==> config.mk <==
export PLATFORM = sky130hd
export DESIGN_NAME = pipe_addsub_hs
export DESIGN_NICKNAME = d
export VERILOG_FILES = /design/src/rtl/pipe_addsub_hs.sv
export SDC_FILE = /design/constraint.sdc
export NUM_CORES = 1
export LEC_CHECK = 0
export ABC_AREA = 0
export CORE_MARGIN = 2
export CORE_UTILIZATION = 35
export CTS_CLUSTER_DIAMETER = 150
export DETAILED_ROUTE_END_ITERATION = 7
export DONT_BUFFER_PORTS = 1
export GPL_ROUTABILITY_DRIVEN = 0
export PLACE_DENSITY_LB_ADDON = 0.2
export SYNTH_ARGS = -nofsm -noshare
export SYNTH_HDL_FRONTEND = slang
export SYNTH_SLANG_ARGS = --single-unit
==> constraint.sdc <==
create_clock -name clk -period 5.5 [get_ports clk]
set_input_delay 0.825 -clock clk [delete_from_list [all_inputs] [get_ports clk]]
set_output_delay 0.825 -clock clk [all_outputs]
set_load 0.03 [all_outputs]
==> src/rtl/pipe_addsub_hs.sv <==
// pipe_addsub_hs: WIDTH-bit add/sub split into SEG-bit pipeline stages; in_valid/in_ready/a/b/c_in/sub in, out_valid/out_ready/sum/c_out/overflow out, flush drops in-flight beats
module pipe_addsub_hs #(
  parameter int WIDTH = 32,
  parameter int SEG = 8
) (
  input  logic             clk,
  input  logic             rst,
  input  logic             in_valid,
  output logic             in_ready,
  input  logic [WIDTH-1:0] a,
  input  logic [WIDTH-1:0] b,
  input  logic             c_in,
  input  logic             sub,
  input  logic             flush,
  output logic             out_valid,
  input  logic             out_ready,
  output logic [WIDTH-1:0] sum,
  output logic             c_out,
  output logic             overflow
);
  localparam int STAGES = WIDTH / SEG;
  localparam int L = STAGES - 1;
  logic [STAGES-1:0] v, cy, rdy, sv, sc;
  logic [STAGES-1:0][WIDTH-1:0] ra, rb, rs, sa, sb, sr, nrs;
  logic [STAGES-1:0][SEG:0] sl;
  logic ovf, nov, chain;
  always_comb begin
    sa[0] = a;
    sb[0] = sub ? ~b : b;
    sc[0] = sub | c_in;
    sr[0] = '0;
    sv[0] = in_valid;
    for (int k = 1; k < STAGES; k++) begin
      sa[k] = ra[k-1];
      sb[k] = rb[k-1];
      sc[k] = cy[k-1];
      sr[k] = rs[k-1];
      sv[k] = v[k-1];
    end
    for (int k = 0; k < STAGES; k++) begin
      sl[k] = {1'b0, sa[k][k*SEG +: SEG]} + {1'b0, sb[k][k*SEG +: SEG]} + {{SEG{1'b0}}, sc[k]};
      nrs[k] = sr[k] | (WIDTH'(sl[k][SEG-1:0]) << (k*SEG));
    end
    nov = sa[L][WIDTH-1] ^ sb[L][WIDTH-1] ^ sl[L][SEG-1] ^ sl[L][SEG];
  end
  always_comb begin
    chain = out_ready;
    rdy = '0;
    for (int k = L; k >= 0; k--) begin
      chain = ~v[k] | chain;
      rdy[k] = chain;
    end
  end
  always_ff @(posedge clk) begin
    if (rst) begin
      v <= '0;
      cy <= '0;
      ra <= '0;
      rb <= '0;
      rs <= '0;
      ovf <= 1'b0;
    end else begin
      v <= flush ? '0 : (rdy & sv) | (~rdy & v);
      for (int k = 0; k < STAGES; k++)
        if (rdy[k]) begin
          ra[k] <= sa[k];
          rb[k] <= sb[k];
          rs[k] <= nrs[k];
          cy[k] <= sl[k][SEG];
        end
      if (rdy[L]) ovf <= nov;
    end
  end
  assign in_ready = rdy[0];
  assign out_valid = v[L];
  assign sum = rs[L];
  assign c_out = cy[L];
  assign overflow = ovf;
endmodule

==> results.toml <==
[global_route]
grt_overflow = 0
grt_pass1_wl_um = 30900
global_route.usage.total_pct = 16.2
antenna_found_initial = 0
first_global_vias = 5620
grt_max_degree = 186

[sta]
setup_viol = 0
setup_slack_ns = 2.26
drv_slew = 0
max_slew_margin_pct = 40.6
rsz0062_at_grt = "false"
tightestPinTransition_ns = 0.890
hold_ws_ns = 0.452
fin_setup_tns_ns = 0
clock_skew_ns = 0.0140
post-route-min-period_ns = 3.24
fin_crit_sh_pct = 59.0
final-hold-violation-count = 0
max_freq_mhz = 308

[synthesis]
synthDistinctLibCells = 44
yosysWarnings = 0
synth_top_area_share_pct = 47.1
synth-async-reset-ratio_pct = 0
synth_seq_cells = 185
synth_flop_cell = "dfxtp_1"
synth_area_leaders = "dfxtp_1 47%, nand2_1 13%, a21oi_1 9.7%, ha_1 4.5%, xnor2_1 3.4%"
synth_edf_count = 0
synth_nets = 1065
synth_top_cell_by_area = "dfxtp_1"
synthCells = 958
ys_seq_area_share_pct = 47.1
synthTopCellsByCount = "281 x nand2_1, 185 x dfxtp_1, 152 x a21oi_1"
yosysMostFrequentCell = "nand2_1"
syn_area_um2 = 7870
avgSynthCellArea_um2 = 8.22

[run_status]
outcome = "complete, no violations"

[setup_path]
crit_required_ns = 4.68
critPathBufInv = 2
cp_max_fo = 56
path_cells = "and4b_2 -> buf_4 -> and2_1 -> inv_2"
endpoint_kind = "output port"
cp.arrival_ns = 2.42
crit_family = "buffers and inverters"
crit_type = "flop to output port"
startpoint_type = "flop"
slowest_delay_ns = 0.61
cp_slowest_cell = "dfxtp_1"

[cells_and_area]
nets = 1025
multi_input_area_um2 = 3870
layoutNonFillerInstCount = 1211
areaGrowthSynthToFinish_pct = 9.63
antenna_cells = 0
drive_above_1_share_pct = 5.26
ff_latch_area_um2 = 3700
n_fill_cell = 2287

[detailed_routing]
drt_iter0_drc = 424
drt-total-wl_um = 19000
ant_nets = 0
first_pass_iters = 4
wire_per_inst_um = 15.7
drc = 0
vias_per_cell = 5.01
via_count = 6069

[power_and_ir_drop]
power.density_nw_per_um2 = 344
leakage_nw = 3.34
ir_drop_mv = 0.175

[clock_network]
cts-resized-gates = 0
post_cts_buffers = 0
numCtsBuffers = 17
clockRootBuffer = "clkbuf_16"
htree_levels = 4
hold_buffers = 0
cts_tree = "built"
cts.path.max_buffers = 2
clkTransAtPathRegs_ns = 0.08
clk_latency_ns = 0.44
clock-sinks = 185

[floorplan]
die_w_um = 154
die_h_um = 154
start_util_pct = 35.8
num_rows = 54
ios = 107
core-area_um2 = 22000
die_area_um2 = 23700

[placement]
dpl.hpwl_um = 12900
dpl.cell_count = 1179
place_ws_ns = 2.38
io_buffers = 0

[min_path]
hold_class = "flop to flop"

[run]
maxCapViolCount = 0
==> worst reg2reg max path: stages, from the launching register on <==
cell	delay (ns)
dfxtp_1	0.46
and4b_2	0.31
buf_4	0.30
and2_1	0.32
inv_2	0.51
buf_4	0.54
nor2_1	0.08
a211oi_1	0.23
==> cell type report <==
class,instances,share of cell area (%)
Clock buffer,17,4.93
Clock inverter,15,2.36
Inverter,5,0.217
Multi-Input combinational cell,701,44.8
Sequential cell,185,42.9
Tap cell,280,4.06
Timing Repair Buffer,8,0.696
==> logic make-up (layout without fill, tap and decap cells) <==
kind of cell    after synthesis  count (layout)  synth area share [%]
mux                           2               2                 0.254
xor+xnor                     39              39                  4.34
compound gates              237             237                  17.5
simple gates                387             387                  20.4
fa+ha+maj                    36              36                  6.49
flops                       185             185                  47.1
buf+inv                      72              45                  3.89
==> metrics by stage <==
stage | util [%] | power (mW) | cell area [um^2]
CTS | 39.3 | 3.01 | 8630
finish | 39.3 | 2.97 | 8630
global placement | 36.4 | 1.75 | 8000
detailed placement | 36.4 | 1.75 | 8000
floorplan | - | 1.70 | 7870
global route | 39.3 | 3.10 | 8630
==> sequential cells by signal (all words and copies together) (netlist names), named ones only <==
register,count
rs,48
sum,32
rb,48
ra,48
overflow,1
cy,4
==> final timing paths <==
check / end / slack, ns / start / cells after the start
hold reg to reg: ra[22] / 0.45 / ra[22] / 2
setup / recovery: in_ready / 2.26 / flop / 4
hold / removal: ra[22] / 0.45 / ra[22] / 2
setup reg to reg: rb[24] / 2.65 / flop / 7
==> layer usage <==
| metal | wire length (um) | vias to the layer above | global-route usage [%] | part of all wire, % |
|---|---|---|---|---|
| met2 | 8070 | 115 | 22.7 | 42 |
| met3 | 871 | 17 | 3.55 | 4.6 |
| met4 | 207 | 0 | 4.45 | 1.1 |
| met1 | 9860 | 2747 | 24.6 | 52 |
| li1 | - | 3190 | - | - |
| met5 | 0 | - | 0 | 0 |
==> layout by cell type (no fill, tap or decap), drive strengths merged, types with 2 or more instances in the layout <==
cell type / instances
a211oi: 38
nor2b: 2
nand4: 5
dfxtp: 185
clkbuf: 17
buf: 8
a21oi: 153
xnor2: 31
nand3: 22
a21o: 8
nor3: 14
nand2: 281
inv: 11
nor2: 38
fa: 8
nor4b: 3
ha: 28
or4: 6
clkinv: 9
o21bai: 3
a211o: 3
o31ai: 3
xor2: 8
o21ai: 16
nand2b: 5
o211ai: 2
mux2i: 2
o21a: 8
and3: 3
or4b: 3
==> where the power goes <==
part	internal, mW	switching (mW)
sequential	1.42	0.0716
combinational	0.108	0.120
clock	0.625	0.626
No activity file was read; power rests on OpenSTA's default activity.
